$ cat config.mk
export PLATFORM = sky130hd
export DESIGN_NAME = dcache_ctrl
export DESIGN_NICKNAME = d
export VERILOG_FILES = /design/src/rtl/dcache_ctrl.sv
export SDC_FILE = /design/constraint.sdc
export NUM_CORES = 1
export LEC_CHECK = 0
export CAP_MARGIN = 20
export CORE_MARGIN = 3
export CORE_UTILIZATION = 45
export DETAILED_ROUTE_END_ITERATION = 6
export PLACE_DENSITY = 0.71
export SLEW_MARGIN = 10
export SYNTH_ARGS = -nofsm -noshare
export SYNTH_HDL_FRONTEND = slang
export SYNTH_SLANG_ARGS = --single-unit
$ cat constraint.sdc
create_clock -name clk -period 4.3 [get_ports clk]
set_input_delay 0.43 -clock clk [delete_from_list [all_inputs] [get_ports clk]]
set_output_delay 0.43 -clock clk [all_outputs]
set_load 0.01 [all_outputs]
$ cat src/rtl/dcache_ctrl.sv
// rtl/dcache_ctrl.sv - direct-mapped write-through no-write-allocate data cache controller
module dcache_ctrl #(
    parameter int ADDRESS_WIDTH = 32,
    parameter int DATA_WIDTH    = 32,
    parameter int SETS          = 8
) (
    input  logic                     clk,
    input  logic                     rst,
    input  logic                     cpu_req,
    input  logic                     cpu_we,
    input  logic [ADDRESS_WIDTH-1:0] cpu_addr,
    input  logic [DATA_WIDTH-1:0]    cpu_wdata,
    input  logic [3:0]               cpu_be,
    output logic [DATA_WIDTH-1:0]    cpu_rdata,
    output logic                     stall,
    output logic                     mem_req,
    output logic                     mem_we,
    output logic [ADDRESS_WIDTH-1:0] mem_addr,
    output logic [DATA_WIDTH-1:0]    mem_wdata,
    output logic [3:0]               mem_be,
    input  logic [DATA_WIDTH-1:0]    mem_rdata,
    input  logic                     mem_ack
);

    localparam int IDX_W = $clog2(SETS);
    localparam int TAG_W = ADDRESS_WIDTH - 4 - IDX_W;

    typedef enum logic [1:0] {IDLE, REFILL, WRITE} state_t;

    state_t                  state;
    state_t                  state_next;
    logic [1:0]              cnt;
    logic [SETS-1:0]         valid;
    logic [TAG_W-1:0]        tag_mem  [SETS];
    logic [DATA_WIDTH-1:0]   data_mem [SETS][4];
    logic [TAG_W-1:0]        fill_tag;
    logic [IDX_W-1:0]        fill_idx;

    logic [1:0]              addr_off;
    logic [IDX_W-1:0]        addr_idx;
    logic [TAG_W-1:0]        addr_tag;
    logic                    hit;
    logic                    miss_start;
    logic                    unused_addr_bits;

    assign addr_off         = cpu_addr[3:2];
    assign addr_idx         = cpu_addr[4 +: IDX_W];
    assign addr_tag         = cpu_addr[ADDRESS_WIDTH-1 -: TAG_W];
    assign unused_addr_bits = ^cpu_addr[1:0];

    assign hit        = cpu_req & valid[addr_idx] & (tag_mem[addr_idx] == addr_tag);
    assign miss_start = (state == IDLE) & cpu_req & ~cpu_we & ~hit;
    assign cpu_rdata  = data_mem[addr_idx][addr_off];

    // Next-state and memory-side outputs; everything defaults to idle/zero
    always_comb begin
        state_next = state;
        stall      = 1'b0;
        mem_req    = 1'b0;
        mem_we     = 1'b0;
        mem_addr   = '0;
        mem_wdata  = '0;
        mem_be     = '0;
        case (state)
            IDLE: begin
                if (cpu_req) begin
                    if (cpu_we) begin
                        stall      = 1'b1;
                        state_next = WRITE;
                    end else if (!hit) begin
                        stall      = 1'b1;
                        state_next = REFILL;
                    end
                end
            end
            REFILL: begin
                stall    = 1'b1;
                mem_req  = 1'b1;
                mem_addr = {fill_tag, fill_idx, cnt, 2'b00};
                if (mem_ack && cnt == 2'd3) begin
                    state_next = IDLE;
                end
            end
            WRITE: begin
                mem_req   = 1'b1;
                mem_we    = 1'b1;
                mem_addr  = {cpu_addr[ADDRESS_WIDTH-1:2], 2'b00};
                mem_wdata = cpu_wdata;
                mem_be    = cpu_be;
                stall     = ~mem_ack;
                if (mem_ack) begin
                    state_next = IDLE;
                end
            end
            default: state_next = IDLE;
        endcase
    end

    // State, refill word counter and valid bits; reset wins over any ack
    always_ff @(posedge clk) begin
        if (!rst) begin
            state <= IDLE;
            cnt   <= 2'd0;
            valid <= '0;
        end else begin
            state <= state_next;
            if (miss_start) begin
                cnt             <= 2'd0;
                valid[addr_idx] <= 1'b0;
            end
            if (state == REFILL && mem_ack) begin
                cnt <= cnt + 2'd1;
                if (cnt == 2'd3) begin
                    valid[fill_idx] <= 1'b1;
                end
            end
        end
    end

    // Tag/data arrays and refill target latch; never cleared, writes blocked in reset
    always_ff @(posedge clk) begin
        if (rst) begin
            if (miss_start) begin
                fill_tag <= addr_tag;
                fill_idx <= addr_idx;
            end
            if (state == REFILL && mem_ack) begin
                data_mem[fill_idx][cnt] <= mem_rdata;
                if (cnt == 2'd3) begin
                    tag_mem[fill_idx] <= fill_tag;
                end
            end
            if (state == WRITE && mem_ack && hit) begin
                for (int b = 0; b < 4; b++) begin
                    if (cpu_be[b]) begin
                        data_mem[addr_idx][addr_off][8*b +: 8] <= cpu_wdata[8*b +: 8];
                    end
                end
            end
        end
    end

endmodule

# Yosys cells after proc, flatten, opt, wreduce, memory -nomap -nowiden
# Memories as Yosys holds them, arrays and structs flattened.
# Index checks and enable logic that the tools add are counted.
# W data, S select, Z words.
# totals
output_inout_bits	103
input_bits	105
memories	2
register_bits	40
word_cells	885
ramBits	1224
# op_classes
n_bitwise	397
magnitude_cmp	8
n_addsub	1
n_mux	450
n_eq_ne	8
n_reduce_logical	14
# mem_list
name	depth	word_bits	read_ports	rd_ports_with_merged_regs	write_ports	line	text
data_mem	8	128	1	0	1	35	logic [DATA_WIDTH-1:0] data_mem [SETS][4];
tag_mem	8	25	1	0	1	34	logic [TAG_W-1:0] tag_mem [SETS];
# ops
operator	n
$mux W128	7
$mux W1	410
$or A1 B1 Y1	384
$demux W32 S2	5
$mux W32	5
$reduce_or A128 Y1	1
$bmux W32 S2	1
$pmux W32 S2	1
$mux W8	5
$eq A25 B25 Y1	1
$mux W24	1
$mux W16	1
$mux W2	7
$and A8 B8 Y8	1
$logic_and A1 B1 Y1	8
$lt A3 B4 Y1 const B	2
$not A8 Y8	1
$or A8 B8 Y8	1
$demux W1 S3	2
$ge A3 B1 Y1 const B	2
$ge A3 B3 Y1 const B	2
$lt A3 B1 Y1 const B	2
$ne A2 B2 Y1 const B	3
$not A2 Y3	2
other kinds (16)	23

# Depth between registers and ports, before layout
# Gate-level depths: netlist (run 1).
# logic_depth
depth_word	13
ltp_mapped	14
depth_no_buf	8

# Worst setup path after synthesis (run 1)
# No wires, ideal clock.
# synth_path
path_kind	input -> register
start	input port cpu_addr[5]
end	memory data_mem[2][100] (netlist bit) (enable)
setup_time_ps	375
n_path_buf	6
stages	14
t_arrival_ps	3535
required_time_ps	3925
path_slack_ps	389
path_cell_list	clkbuf_1 -> clkbuf_1 -> buf_2 -> mux4_2 -> mux2i_1 -> xnor2_1 -> a2111oi_2 -> nand4_1 -> nand4bb_1 -> buf_4 -> buf_6 -> mux2i_4 -> buf_6 -> a21oi_1
# synth_between
elab_chain_len	13
elab_cells_between_ends	406
classes_between	eq/ne: 1; mux: 16; bitwise: 386; reduce/logical: 2; memory: 1
# synth_lines
element	line	text
start: declaration	11	input logic [ADDRESS_WIDTH-1:0] cpu_addr,
branches (longest 13 deep; another with $mem_v2 Z8 W25)	--	
end: declaration	35	
# Several ways; the timed one is not identified. The select of a mux whose other input is x is not followed.

# Worst setup path after layout (run 1)
# layout_path
start	memory tag_mem[7][6] (netlist bit)
end	memory data_mem[2][3] (netlist bit) (enable)
# layout_between
elab_chain_len	12
elab_cells_between_ends	403
classes_between	eq/ne: 1; mux: 14; bitwise: 385; reduce/logical: 2; memory: 1
# layout_lines
element	line	text
start: declaration	34	
$mem_v2 Z8 W25 *	--	
$eq A25 B25 Y1 *	51	assign hit = cpu_req & valid[addr_idx] & (tag_mem[addr_idx] == addr_tag);
$and A1 B1 Y1 *	51	
$logic_and A1 B1 Y1 *	133	if (state == WRITE && mem_ack && hit) begin
$mux W1	133	
$mux W1	122	if (rst) begin
$mux W128 (not written as such)	136	data_mem[addr_idx][addr_off][8*b +: 8] <= cpu_wdata[8*b +: 8];
$or A1 B1 Y1 (no line) (3 in series)	--	
$reduce_or A128 Y1 (no line)	--	
$mux W3 (no line) / $mux W128 (equally long branches)	--	
# Mark *: on every way between the ends. The rest lies on a longest branch, timed or not.

==> results.cfg, run 1 <==
[die]
die_h_um = 337.6
num_io_pins = 208
floorplan.rows = 121
core_sq_um = 109000
die_w_um = 337.6
initial_util = 0.4539
dieArea_sq_um = 114000

[clocking]
ctsHoldBuffers = 0
clock-sinks = 1264
ctsRootBufferMaster = sky130_fd_sc_hd__clkbuf_16
tritoncts.num_buffers = 120
htreeDepth = 3
clkLatencyLatePin_ps = 740
cts-root-to-sink-buffers = 3
worst_setup_hold_path_clk_slew_ps = 60
tritoncts_clock_tree = built

[power]
power_frac_seq = 0.531
p_leak_nw = 18.98
worst_vdd_rail_ir_drop_v = 0.0003342
netSwitchingFraction = 0.2177
share_clk_of_total_power = 0.405
power.internal_mw = 19.99
p_per_area_nw_per_um2 = 432.0
power.combinational.fraction = 0.064
switching_power_total_mw = 5.563

[setup_path]
cp_slowest_cell = sky130_fd_sc_hd__a21oi_1
critical_path_arrival_ps = 4490
path_max_fanout = 12
critical_path.cell_chain = mux4_2 -> mux2i_1 -> xnor2_1 -> a2111oi_2 -> nand4_1 -> buf_6 -> buf_4 -> nand4bb_4 -> buf_12 -> mux2i_4 -> a21oi_1
critical_path_start_type = register
worst_r2r_path_depth = 11
critPathRequiredTime_ps = 4650
worst_path_largest_cell_delay_ps = 930
critical_path.top_delay_family = compound AO/OA/AOI/OAI gates
startpoint_of_the_lowest_slack_register_to_register_path = tag_mem[7][6]$_DFFE_PP_
end_kind = register
timing.rr.end = data_mem[2][3]$_DFFE_PP_
reg2reg_setup_slack_ps = 160
setup.worst_path.class = register to register
worstPathBufferInverterCount = 3

[final_layout]
antenna_cells = 0
design_area_sq_um = 59150
commonest_non_fill_non_tap_cell_in_the_layout = sky130_fd_sc_hd__edfxtp_1
finish.net_count = 3410
areaGrowthSynthToFinish_pct = 19.56
layout_common_cells = 1252 x sky130_fd_sc_hd__edfxtp_1, 275 x sky130_fd_sc_hd__buf_4, 243 x sky130_fd_sc_hd__a22oi_1
final_layout_size_suffix_gt1_frac = 0.1881

[synth]
ys_top_cells_by_area = sky130_fd_sc_hd__edfxtp_1 76%, sky130_fd_sc_hd__a22oi_1 3.7%, sky130_fd_sc_hd__a221oi_1 2.2%, sky130_fd_sc_hd__mux4_2 2.0%, sky130_fd_sc_hd__a21oi_1 1.9%
synth.cell_area_sq_um = 49470
postSynthRegisterBits = 1264
yosys_warnings = 0
syn_avg_cell_area_sq_um = 17.25
synth-edff-count = 1252
synth_sequential_area_ratio = 0.7648
yosys_most_used_dff = sky130_fd_sc_hd__edfxtp_1
ys_async_sr_fraction = 0
yosys.area_share.simple = 0.03864
synthDominantAreaCellType = sky130_fd_sc_hd__edfxtp_1
synthesis.instances = 2868
synthAdderAreaFrac = 0.002023
synth_top_area_share = 0.7599
synth_compound_gate_area_share = 0.1131
post_synth_mux_area_share = 0.05973
yosys.area_share.xor_xnor = 0.002301
synth_top_family_by_area = compound AO/OA/AOI/OAI gates
synth_cell_types = 63

[place]
port-buffer-count = 203
routabilityCongestion = 0.8377
detailed_place.area_sq_um = 55210
hpwlAfterDp_um = 82930
dpl_worst_slack_ps = -290.3

[drt]
ant_nets = 0
routedWlPerCell_um = 28.30
viasPerCell = 6.281
vias_after_detailed_routing = 30220
drt-pass1-iter-count = 7
dr_wl_met3_um = 14400
met1_length_um = 53730
routed-wl-met2_um = 62800
highest-signal-layer = met5
drt-total-wl_um = 136200
drtIter0Drc = 4185
post-route-drc-count = 11

[timing]
min_period_ps = 4139
final_hold_viol_count = 0
slew_violations = 0
tightest_slew_ps = 1182
finalSetupViolations = 0
maxSlewHeadroom = 0.2120
final_worst_path_period_share = 0.9626
final.setup_skew_ps = 50.90
rsz_0062_raised_after_global_routing = no
timing.fmax_mhz = 241.6
setup_slack_ps = 161.0

[global_routing]
initial_antenna_violation_count = 3
grt_pass1_vias = 29470
grt_first_pass_wirelength_um = 198200
globalRouteOverflowTotal = 0
pin_count_of_the_biggest_net_entering_global_routing = 65
groute.usage.overall = 0.2374

[worst_hold_path]
hold_path_depth = 2
min_to = fill_idx[1]$_DFFE_PP_
hp-class = primary input to register
hold_start = cpu_addr[5]

[job]
max_cap_viol_count = 0

[outcome]
outcome = finished, violations left
failed_checks = DRC
flip-flops by register name, summed over array words and instances (netlist names):
name and count:
cnt 2, data_mem 1024, fill_idx 3, fill_tag 25, state 2, tag_mem 200
valid 8
through the flow:
| stage | utilization | instances | hold slack (ps) | setup TNS [ps] | total power [mW] |
|---|---|---|---|---|---|
| 2_1_floorplan | - | 2869 | 446.3 | 0 | 14.60 |
| 3_3_place_gp | 0.5065 | 4582 | 457.9 | -20970 | 15.41 |
| 3_5_place_dp | 0.5065 | 4583 | 483.4 | -47330 | 15.44 |
| 4_1_cts | 0.5422 | 4807 | 271.1 | 0 | 25.66 |
| 5_1_grt | 0.5427 | 4811 | 293.6 | 0 | 26.23 |
| 6_report | 0.5427 | 4811 | 319.0 | 0 | 25.55 |
timing repair:
action | in CTS | in global routing
resized for setup | 3 | 7
setup endpoints to repair | 1 | 37
cloned | 0 | 0
buffers inserted | 2 | 0
pin swaps | 2 | 2
worst max path at each step:
stage / startpoint / endpoint / slack, ps / depth (start not counted)
2_1_floorplan: cpu_addr[5] / data_mem[2][100]$_DFFE_PP_ / 390 / 14
3_3_place_gp: cpu_addr[4] / data_mem[1][116]$_DFFE_PP_ / -210 / 13
3_5_place_dp: cpu_addr[4] / data_mem[6][116]$_DFFE_PP_ / -290 / 13
4_1_cts: tag_mem[3][12]$_DFFE_PP_ / stall / 50 / 12
5_1_grt: tag_mem[3][12]$_DFFE_PP_ / data_mem[2][116]$_DFFE_PP_ / 20 / 11
6_report: tag_mem[7][6]$_DFFE_PP_ / data_mem[2][3]$_DFFE_PP_ / 160 / 11
cells in the mapped netlist (all sizes together), types with 3 or more instances:
library cell and number:
a21oi 186, a221o 10, a221oi 122, a22o 83, a22oi 243, a31oi 5, and2 40, and3 10
buf 79, clkbuf 124, dfxtp 12, edfxtp 1252, ha 8, inv 14, mux2 83, mux2i 99
mux4 44, nand2 48, nand2b 6, nand3 61, nand4 53, nand4b 5, nor2 57, nor2b 35
nor3 13, nor3b 5, nor4 5, o2111ai 3, o211ai 28, o21ai 71, o221ai 6, o22ai 11
o311ai 6, xnor2 8, xor2 5
cells by family after synthesis:
logic type	after synthesis
flops	1264
compound gates	791
simple gates	348
mux	226
buf+inv	217
fa+ha+maj	8
other cells	1
xor+xnor	13
layer usage:
metal,vias up,GRT usage
met5,-,0
met4,2,0.09487
met3,304,0.04311
met2,1878,0.3669
met1,15320,0.3355
li1,12710,-
power groups by stage:
stage | clock network [mW] | logic (mW) | registers (mW)
after CTS | 10.5 | 1.62 | 13.6
after floorplan | 0 | 0.784 | 13.8
after detailed placement | 0 | 1.61 | 13.8
after global routing | 11.0 | 1.72 | 13.6
final | 10.4 | 1.63 | 13.6
after global placement | 0 | 1.59 | 13.8
final cells by class:
cell class,count,area (sq um)
Multi-Input combinational cell,1388,10870
Inverter,14,52.55
Sequential cell,1264,37840
Clock buffer,146,3100
Timing Repair Buffer,509,4755
Tap cell,1414,1769
Fill cell,8438,49850
Clock inverter,76,767.0
Power figures use the tool's default switching activity.
==> run 2, diff against run 1 <==
--- a/config.mk
+++ b/config.mk
@@ -6,11 +6,10 @@
 export NUM_CORES = 1
 export LEC_CHECK = 0
 export CAP_MARGIN = 20
-export CORE_MARGIN = 3
+export CORE_MARGIN = 2
 export CORE_UTILIZATION = 45
 export DETAILED_ROUTE_END_ITERATION = 6
 export PLACE_DENSITY = 0.71
-export SLEW_MARGIN = 10
 export SYNTH_ARGS = -nofsm -noshare
 export SYNTH_HDL_FRONTEND = slang
 export SYNTH_SLANG_ARGS = --single-unit
==> results.cfg, run 2 (synthesized netlist as in run 1, its figures left out) <==
[global_routing]
groute.usage.overall = 0.2392
initial_antenna_violation_count = 3
grt_pass1_vias = 29780
globalRouteOverflowTotal = 0
grt_first_pass_wirelength_um = 197900
pin_count_of_the_biggest_net_entering_global_routing = 65

[final_layout]
final_layout_size_suffix_gt1_frac = 0.2043
largest_reg_flops = 1024
max_flop_register = data_mem
layoutNonFillerInstCount = 4866
fillerInstances = 8267
finish.net_count = 3459
sequential_cell_area_sq_um = 37840
design_area_sq_um = 59880
post-route-util = 0.5493
area_of_combinational_cells_with_multiple_inputs_sq_um = 10890
layout_top_registers = data_mem (1024), tag_mem (200), fill_tag (25)
commonest_non_fill_non_tap_cell_in_the_layout = sky130_fd_sc_hd__edfxtp_1
layout_common_cells = 1252 x sky130_fd_sc_hd__edfxtp_1, 324 x sky130_fd_sc_hd__buf_4, 243 x sky130_fd_sc_hd__a22oi_1
areaGrowthSynthToFinish_pct = 21.03

[power]
share_clk_of_total_power = 0.422
switching_power_total_mw = 5.584
p_leak_nw = 19.48
p_per_area_nw_per_um2 = 439.4
power.internal_mw = 20.73
netSwitchingFraction = 0.2122
power_frac_seq = 0.515
worst_vdd_rail_ir_drop_v = 0.0003291
power.combinational.fraction = 0.063

[drt]
vias_after_detailed_routing = 30170
viasPerCell = 6.200
drtIter0Drc = 3582
post-route-drc-count = 0
drt-total-wl_um = 136100
routedWlPerCell_um = 27.97
drt-pass1-iter-count = 5
ant_nets = 0

[setup_path]
crit_path_start = tag_mem[7][12]$_DFFE_PP_
startpoint_of_the_lowest_slack_register_to_register_path = tag_mem[7][12]$_DFFE_PP_
critPathRequiredTime_ps = 4750
path_max_fanout = 9
setup.worst_path.class = register to register
end_kind = register
critical_path_start_type = register
critical_path_arrival_ps = 4620

[place]
total_placed_cells_including_tap_cells = 4633
routabilityCongestion = 0.8369
detailed_place.area_sq_um = 55570
port-buffer-count = 203
hpwlAfterDp_um = 82820

[clocking]
htreeDepth = 3
tritoncts_clock_tree = built
tritoncts.num_buffers = 120
clock-sinks = 1264
cts-root-to-sink-buffers = 3
clkLatencyLatePin_ps = 740
ctsRootBufferMaster = sky130_fd_sc_hd__clkbuf_16
ctsHoldBuffers = 0
worst_setup_hold_path_clk_slew_ps = 60

[timing]
min_period_ps = 4169
final.setup_skew_ps = 78.53
tns_ps = 0
maxSlewHeadroom = 0.1775
timing.fmax_mhz = 239.9
final_hold_viol_count = 0
rsz_0062_raised_after_global_routing = no
finalSetupViolations = 0
tightest_slew_ps = 1210
fin_worst_hold_slack_ps = 293.0
final_worst_path_period_share = 0.9695
slew_violations = 0

[die]
die_w_um = 335.6
num_io_pins = 208
die_h_um = 335.6
initial_util = 0.4539
dieArea_sq_um = 112600
floorplan.rows = 121
core_sq_um = 109000

[outcome]
outcome = completed

[job]
max_cap_viol_count = 0

[worst_hold_path]
hp-class = primary input to register
hold_start = cpu_addr[4]
==> run 2: cell count changes in the layout (fill, tap and decap cells not counted), moves of 3 or more <==
| cell | previous run | this run |
|---|---|---|
| sky130_fd_sc_hd__clkinv_1 | 28 | 23 |
| sky130_fd_sc_hd__clkinv_2 | 21 | 31 |
| sky130_fd_sc_hd__a21oi_1 | 182 | 186 |
| sky130_fd_sc_hd__bufinv_16 | 11 | 23 |
| sky130_fd_sc_hd__buf_4 | 275 | 324 |
| sky130_fd_sc_hd__clkbuf_1 | 26 | 16 |
| sky130_fd_sc_hd__buf_12 | 34 | 31 |
| sky130_fd_sc_hd__a21oi_2 | 4 | 0 |
==> run 2: per-layer routing <==
layer / up-vias / GRT usage / part of all wire
li1: 12820 / - / -
met1: 15160 / 0.3270 / 0.38
met2: 1896 / 0.3776 / 0.47
met5: - / 0 / 0.00023
met4: 6 / 0.08263 / 0.033
met3: 289 / 0.05550 / 0.11
==> run 2: area by class of cell <==
class,instances,share of cell area
Antenna cell,1,0.00004179
Clock buffer,138,0.05161
Clock inverter,89,0.01833
Inverter,14,0.0008776
Multi-Input combinational cell,1388,0.1818
Sequential cell,1264,0.6319
Tap cell,1414,0.02955
Timing Repair Buffer,558,0.08590
==> run 2: worst paths after layout <==
check,slack (ps),cells past startpoint,end
min,290,2,fill_idx[0]$_DFFE_PP_
min reg2reg,480,2,valid[2]$_SDFF_PN0_
max reg2reg,130,10,data_mem[6][98]$_DFFE_PP_
max,130,10,data_mem[6][98]$_DFFE_PP_
==> run 2: power groups by stage <==
stage	Sequential, mW	Combinational [mW]	Clock, mW
floorplan	13.8	0.784	0
global placement	13.8	1.59	0
detailed placement	13.8	1.61	0
CTS	13.6	1.62	11.2
global route	13.6	1.74	11.7
finish	13.6	1.65	11.1
==> run 2: through the flow <==
step | worst slack [ps] | power, mW
2_1_floorplan | 389.5 | 14.60
3_3_place_gp | -156.3 | 15.42
3_5_place_dp | -184.2 | 15.44
4_1_cts | 11.18 | 26.37
5_1_grt | 95.66 | 26.98
6_report | 131.2 | 26.31
==> run 2: timing repair <==
| action | CTS | global route |
|---|---|---|
| gates resized for setup | 1 | 6 |
| setup buffers | 1 | 2 |
| cloned | 0 | 1 |
| endpoints found under the setup margin | 1 | 5 |
| pin swaps | 1 | 4 |
==> run 2: worst max-delay path, cell delays in order (launching register included) <==
cell,delay [ps]
sky130_fd_sc_hd__edfxtp_1,380
sky130_fd_sc_hd__mux4_2,490
sky130_fd_sc_hd__mux2i_2,200
sky130_fd_sc_hd__xnor2_2,120
sky130_fd_sc_hd__a2111oi_4,400
sky130_fd_sc_hd__nand4_1,220
sky130_fd_sc_hd__nand4bb_4,420
sky130_fd_sc_hd__mux2i_2,1020
sky130_fd_sc_hd__buf_4,370
sky130_fd_sc_hd__a21oi_1,60
sky130_fd_sc_hd__buf_4,220
